<file path="config.mk">
export PLATFORM = sky130hd
export DESIGN_NAME = fetch_unit
export DESIGN_NICKNAME = d
export VERILOG_FILES = /design/src/rtl/fetch_unit_pkg.sv /design/src/rtl/fetch_unit_fifo.sv /design/src/rtl/fetch_unit.sv
export SDC_FILE = /design/constraint.sdc
export NUM_CORES = 1
export LEC_CHECK = 0
export CORE_UTILIZATION = 55
export CTS_CLUSTER_SIZE = 28
export DETAILED_ROUTE_END_ITERATION = 8
export PLACE_DENSITY_LB_ADDON = 0.15
export SYNTH_ARGS = -nofsm -noshare
export SYNTH_HDL_FRONTEND = slang
export SYNTH_SLANG_ARGS = --single-unit
</file>
<file path="constraint.sdc">
create_clock -name clk -period 11.5 [get_ports clk]
set_clock_uncertainty 0.05 [all_clocks]
set_input_delay 1.15 -clock clk [delete_from_list [all_inputs] [get_ports clk]]
set_output_delay 1.15 -clock clk [all_outputs]
set_load 0.01 [all_outputs]
</file>
<file path="src/rtl/fetch_unit_pkg.sv">
// fetch_unit_pkg: shared instruction constants and types for the fetch stage
package fetch_unit_pkg;
  localparam int INST_WIDTH = 32;
  localparam logic [INST_WIDTH-1:0] INST_NOP = 32'h0000_0013;
  typedef logic [INST_WIDTH-1:0] inst_t;
endpackage

</file>
<file path="src/rtl/fetch_unit_fifo.sv">
// fetch_fifo: DEPTH-entry synchronous skid FIFO with occupancy count and clear
module fetch_fifo #(
  parameter int DEPTH = 2,
  parameter int W = 64,
  localparam int AW = $clog2(DEPTH),
  localparam int CW = $clog2(DEPTH + 1)
) (
  input  logic          clk,
  input  logic          rst,
  input  logic          clr_i,
  input  logic          push_i,
  input  logic          pop_i,
  input  logic [W-1:0]  wdata_i,
  output logic [W-1:0]  rdata_o,
  output logic [CW-1:0] count_o
);
  logic [W-1:0] mem_q [DEPTH];
  logic [AW-1:0] rd_q, wr_q;
  logic [CW-1:0] count_q;
  assign rdata_o = mem_q[rd_q];
  assign count_o = count_q;
  always_ff @(posedge clk) begin
    if (!rst || clr_i) begin
      count_q <= '0;
      rd_q <= '0;
      wr_q <= '0;
    end else begin
      if (push_i) begin
        mem_q[wr_q] <= wdata_i;
        wr_q <= wr_q + 1'b1;
      end
      if (pop_i) rd_q <= rd_q + 1'b1;
      count_q <= count_q + CW'(push_i) - CW'(pop_i);
    end
  end
endmodule

</file>
<file path="src/rtl/fetch_unit.sv">
// fetch_unit: PC-driven IMEM fetch with bypass, skid FIFO and redirect flush
module fetch_unit
  import fetch_unit_pkg::*;
#(
  parameter int PC_WIDTH = 32,
  parameter int IMEM_AWIDTH = 14,
  parameter int DEPTH = 2
) (
  input  logic                   clk,
  input  logic                   rst,
  input  logic [PC_WIDTH-1:0]    pc_in,
  output logic                   pc_en_out,
  input  logic                   flush_in,
  output logic                   imem_en,
  output logic [IMEM_AWIDTH-1:0] imem_addr,
  input  inst_t                  imem_dout,
  output logic                   inst_valid_out,
  output inst_t                  inst_out,
  output logic [PC_WIDTH-1:0]    inst_pc_out,
  input  logic                   inst_ready_in
);
  localparam int CW = $clog2(DEPTH + 1);
  localparam int W = PC_WIDTH + INST_WIDTH;
  logic inflight_q, kill_q, resp, issue, head_ok, push, pop;
  logic [PC_WIDTH-1:0] inflight_pc_q;
  logic [CW-1:0] count;
  logic [W-1:0] head;
  always_comb begin
    head_ok = count != '0;
    resp = inflight_q && !kill_q;
    issue = rst && !flush_in && ({1'b0, count} + (CW + 1)'(inflight_q) < (CW + 1)'(DEPTH));
    inst_valid_out = rst && !flush_in && (head_ok || resp);
    pop = head_ok && inst_valid_out && inst_ready_in;
    push = resp && (head_ok || !inst_ready_in);
    imem_en = issue;
    pc_en_out = issue || (rst && flush_in);
    imem_addr = pc_in[IMEM_AWIDTH+1:2];
    inst_out = !inst_valid_out ? INST_NOP : head_ok ? head[INST_WIDTH-1:0] : imem_dout;
    inst_pc_out = !inst_valid_out ? '0 : head_ok ? head[W-1:INST_WIDTH] : inflight_pc_q;
  end
  always_ff @(posedge clk) begin
    if (!rst) begin
      inflight_q <= 1'b0;
      kill_q <= 1'b0;
    end else begin
      inflight_q <= issue;
      kill_q <= flush_in && inflight_q;
    end
    if (issue) inflight_pc_q <= pc_in;
  end
  fetch_fifo #(.DEPTH(DEPTH), .W(W)) u_fifo (
    .clk     (clk),
    .rst     (rst),
    .clr_i   (flush_in),
    .push_i  (push),
    .pop_i   (pop),
    .wdata_i ({inflight_pc_q, imem_dout}),
    .rdata_o (head),
    .count_o (count)
  );
endmodule
</file>
# ---- Yosys cells after proc, flatten, opt, wreduce, memory -nomap -nowiden
# Memories as Yosys holds them, arrays and structs flattened. A register that Yosys moved wholly into a read port is not among the register bits.
# Index checks and enable logic that the tools add are counted.
dict set report totals {
  in_bits 68
  output_inout_bits 81
  wordCells 40
  register_bits 38
  mem_count 1
  mem_bits_rw 128
}
# memory words width read_ports rd_ports_with_merged_regs wr line
set memory_table {}
lappend memory_table {u_fifo.mem_q 2 64 1 1 1 fetch_unit_fifo.sv:17} ;# logic [W-1:0] mem_q [DEPTH];
dict set report classes {
  muxes 9
  n_lt_le_gt_ge 1
  n_reduce_logical 18
  add_sub_neg 5
}
# op count
set op_table {}
lappend op_table {{$mux 32} 4}
lappend op_table {{$logic_and 1x1->1} 9}
lappend op_table {{$mux 1} 5}
lappend op_table {{$logic_not 1->1} 4}
lappend op_table {{$logic_or 1x1->1} 4}
lappend op_table {{$add 2x1->3} 1}
lappend op_table {{$lt 3x2->1 const B} 1}
lappend op_table {{$add 1x1->1 const B} 2}
lappend op_table {{$add 2x1->2} 1}
lappend op_table {{$reduce_bool 2->1} 1}
lappend op_table {{$sub 2x1->2} 1}

# ---- Logic depth before layout (Yosys ltp)
dict set report depth {
  ltp_word 8
  ltp_mapped 8
  depth_no_buf 8
}

# ---- Hierarchy
# Synthesis repeated with hierarchy kept, for this count alone.
dict set report hier_totals {
  hier_cells 493
  hier_area_um2 7533.5
}
# mod cells_each area_each_um2 n_inst
set modules_own_cells {}
lappend modules_own_cells {fetch_fifo 220 5139.9 1}
lappend modules_own_cells {fetch_unit 273 2393.5 1}

# ---- Worst setup path before layout
# No wires, ideal clock.
dict set report synth_path {
  path_type {input port to flip-flop}
  from {input port flush_in}
  to {memory u_fifo.mem_q[0][0], enable pin}
  slack_ns 5.588
  n_path_buf 0
  t_arrival_ns 5.322
  stages 2
  required_ns 10.910
  setup_ns 0.540
  cell_sequence {nand2b_1 > a2111oi_2}
}
dict set report synth_via {
  elab_chain_cells 3
}
# item line
set synth_rtl {}
lappend synth_rtl {{start: declaration} fetch_unit.sv:13} ;# input logic flush_in,
lappend synth_rtl {{$logic_or 1x1->1} fetch_unit_fifo.sv:23} ;# if (!rst || clr_i) begin
lappend synth_rtl {{$mux 1} fetch_unit_fifo.sv:23}
lappend synth_rtl {{$mux 1 (not written as such)} fetch_unit_fifo.sv:29} ;# mem_q[wr_q] <= wdata_i;
lappend synth_rtl {{end: declaration} fetch_unit_fifo.sv:17}
# Every way passes these cells.

# ---- Worst setup path after layout
dict set report layout_path {
  from {input port flush_in}
  to {output port inst_out[0]}
}
dict set report layout_via {
  elab_chain_cells 4
}
# item line
set layout_rtl {}
lappend layout_rtl {{$logic_not 1->1} fetch_unit.sv:32} ;# inst_valid_out = rst && !flush_in && (head_ok || resp);
lappend layout_rtl {{$logic_and 1x1->1 (2 in series)} fetch_unit.sv:32}
lappend layout_rtl {{$mux 32} fetch_unit.sv:38} ;# inst_out = !inst_valid_out ? INST_NOP : head_ok ? head[INST_WIDTH-1:0] : imem_dout;
lappend layout_rtl {{end: declaration} fetch_unit.sv:18} ;# output inst_t inst_out,
# Every way passes these cells.

==> results.md <==
* Status: completed
* Maximum clock rate at 207 MHz
* Met1 Wirelength at 5630 um
* Max Cap Violations at 0
* Std cell rows at 41
* H-tree levels at 4
* Critical path's largest stage delay at 840 ps
* Core Box Area at 12700 um2
* CTS tree: done
* First-pass GRT wire length at 20000 um
* Slowest cell on crit path: a21o_4
* Critical Path RT at 10300 ps
* Critical path endpoint category: primary output
* Reg2Reg Depth at 3
* Largest net degree at the start of global routing at 69
* P&R area growth vs syn at 25.8%
* DIE AREA at 13600 um2
* Post_cts resized at 0
* Synthesized area at 7210 um2
* Worst-path clk slew at 50 ps
* Setup_tns at 0 ps
* Comb power frac at 6.5%
* Final slew viol count at 0
* Syn Inst Count at 435
* Register area share after synthesis at 68.6%
* # fillers at 868
* Yosys reg bits at 167
* Crit path max-delay family: buffers and inverters
* Hold path depth at 0
* Via density per instance at 5.38
* Final setup violation count at 0
* Tcrit/Tclk final at 42.0%
* Residual DRC at 0
* Number of global-route vias before repair at 4064
* Ys Warns at 0
* Top Ports at 149
* Crit-path max FO at 62
* Met3 Routed Length at 855 um
* Number of buffers created by CTS at 17
* Most frequent CP cell: clkdlybuf4s50_1
* ANT cells at 0
* Pwr/cell area at 139 nW/um2
* Die H at 116 um
* Maximum vdd ir drop at 0.0909 mV
* Fin. Hold Viols at 0
* Kind of critical path: input pin to primary output
* GRT Resource Usage Total at 20.2%
* Internal at 1.01 mW
* Mapped Nets at 505
* Initial antenna violation count at 0
* Vias post-DR at 4012
* Clock power frac at 39.4%
* Static leakage at 2.77 nW
* Final min period at 4830 ps
* Post-CTS Hold Buffers at 0
* CP arrival at 3630 ps
* Postcts setup bufs at 0
* Hold WC Path Type: register to register
* DRT Pass-1 Iters at 5
* Avg WL per Cell at 17.4 um
* Die width at 116 um
* RePlAce Congestion at 0.731
* Dpl ws at 6670 ps
* Multi-input logic area at 1870 um2
* Number of cells on the critical path at 6
* Initial DRC count at 180
* Initial Util at 56.6%
* RSZ-0062 raised after global routing: false
* Skew-Pair Late Insertion Delay at 420 ps
* Routed Wire Length at 13000 um
* Port Buf Inserts at 148
* CP Cell Sequence: clkdlybuf4s50_1 > nand2b_1 > a21o_4 > inv_2 > o21ai_0 > clkdlybuf4s50_1
* Slew HR at 22.1%
* Storage element area at 4950 um2
* Sw frac at 19.7%
* Clock Path Buffers at 2
* Avg Cell Area, Syn at 16.6 um2
* Root Driver: clkbuf_16
* Met2 WL at 6260 um
* WP buf/inv at 3
* Sequential power share at 54.1%
* GRT overflow at 0
* Top Metal Used: met4
* Distinct cells, synth at 28
* Sw Pwr at 0.247 mW
* Commonest non-fill, non-tap cell in the layout: edfxtp_1
* Setup WS post-layout at 6670 ps
* DP Wirelength at 7650 um
* Nets at 633
* Startpoint types: input pin
* Antenna viol nets, final at 0
* CTS Sinks at 167
* Share of cells above drive strength 1 at 16.0%
* Worst Tran Pin Value at 1170 ps
* Most frequent cells in the layout: edfxtp_1 (160), clkdlybuf4s50_1 (148), nor2_1 (68)
-- flip-flops by register name, summed over array words and instances, names as in the netlist, named ones only --
| name | cells |
|---|---|
| u_fifo.count_o | 2 |
| kill_q | 1 |
| u_fifo.wr_q | 1 |
| u_fifo.mem_q | 128 |
| inflight_pc_q | 32 |
| inflight_q | 1 |
| u_fifo.rd_q | 1 |
-- final timing paths --
| kind | from | end | slack (ps) |
|---|---|---|---|
| max reg2reg | u_fifo.count_o[1] | u_fifo.mem_q[0][58] | 8880 |
| min | inflight_pc_q[27] | u_fifo.mem_q[0][59] | 430 |
| max | flush_in | inst_out[0] | 6670 |
| min reg2reg | inflight_pc_q[27] | u_fifo.mem_q[0][59] | 430 |
-- power by group through the flow --
stage,clock [mW],sequential [mW],combinational [mW]
4_1_cts,0.502,0.681,0.0822
6_report,0.495,0.681,0.0813
5_1_grt,0.527,0.681,0.0878
2_1_floorplan,0,0.692,0.0413
3_3_place_gp,0,0.692,0.0801
3_5_place_dp,0,0.693,0.0816
-- cell families (layout without fill, tap and decap cells) --
group                    after synthesis  count (layout)  share of synthesized area (%)
AO/OA/AOI/OAI                         74              74                           11.8
XOR/XNOR                               3               3                          0.365
adder cells (fa/ha/maj)                2               2                          0.347
buffers and inverters                 46             185                           5.71
flip-flops                           167             167                           68.6
multiplexers                          61              61                           8.47
AND/OR/NAND/NOR                       82              82                           4.72
-- synthesized netlist by cell type, drive strengths merged --
cell type	n	area share [%]
and3	2	0.17
inv	3	0.16
xnor2	1	0.12
ha	2	0.35
or2	1	0.087
mux2i	61	8.5
a21oi	2	0.14
nor2	69	3.6
nand2b	2	0.17
a2111oi	1	0.21
a211oi	64	11
nand2	1	0.052
a21o	1	0.10
nor2b	4	0.35
edfxtp	160	67
xor2	2	0.24
dfxtp	7	1.9
o21a	1	0.10
o21bai	1	0.10
buf	43	5.6
and2	3	0.26
o21ai	4	0.28
-- worst register-to-register path: cells and delay by family (launching register included) --
kind | cells | cell delay [ps]
and+or+nand+nor | 1 | 140
DFF | 1 | 430
buffers and inverters | 1 | 750
AOI/OAI and AO/OA | 1 | 860
-- metrics by stage --
step	std cells	power (mW)	area [um2]	utilization (%)	hold WS [ps]
final	746	1.26	9060	71.3	425
after global routing	746	1.30	9060	71.3	432
after CTS	746	1.27	9060	71.3	424
after detailed placement	716	0.775	8560	67.3	410
after global placement	716	0.772	8560	67.3	399
after floorplan	435	0.733	7210	-	396
-- metal layers --
metal | up-vias | track usage (%)
li1 | 1903 | -
met1 | 1947 | 25.6
met2 | 145 | 33.0
met3 | 17 | 5.09
met4 | 0 | 9.32
met5 | - | 0
-- area by class of cell --
class                      instances  area share (%)
multi-input combinational        222            20.7
clock buffer                      23            4.94
clock inverter                     7           0.621
inverter                           3           0.124
sequential                       167            54.6
tap                              172            2.37
timing repair buffer             152            16.7
Note: power is estimated with default switching activity, not from simulation.
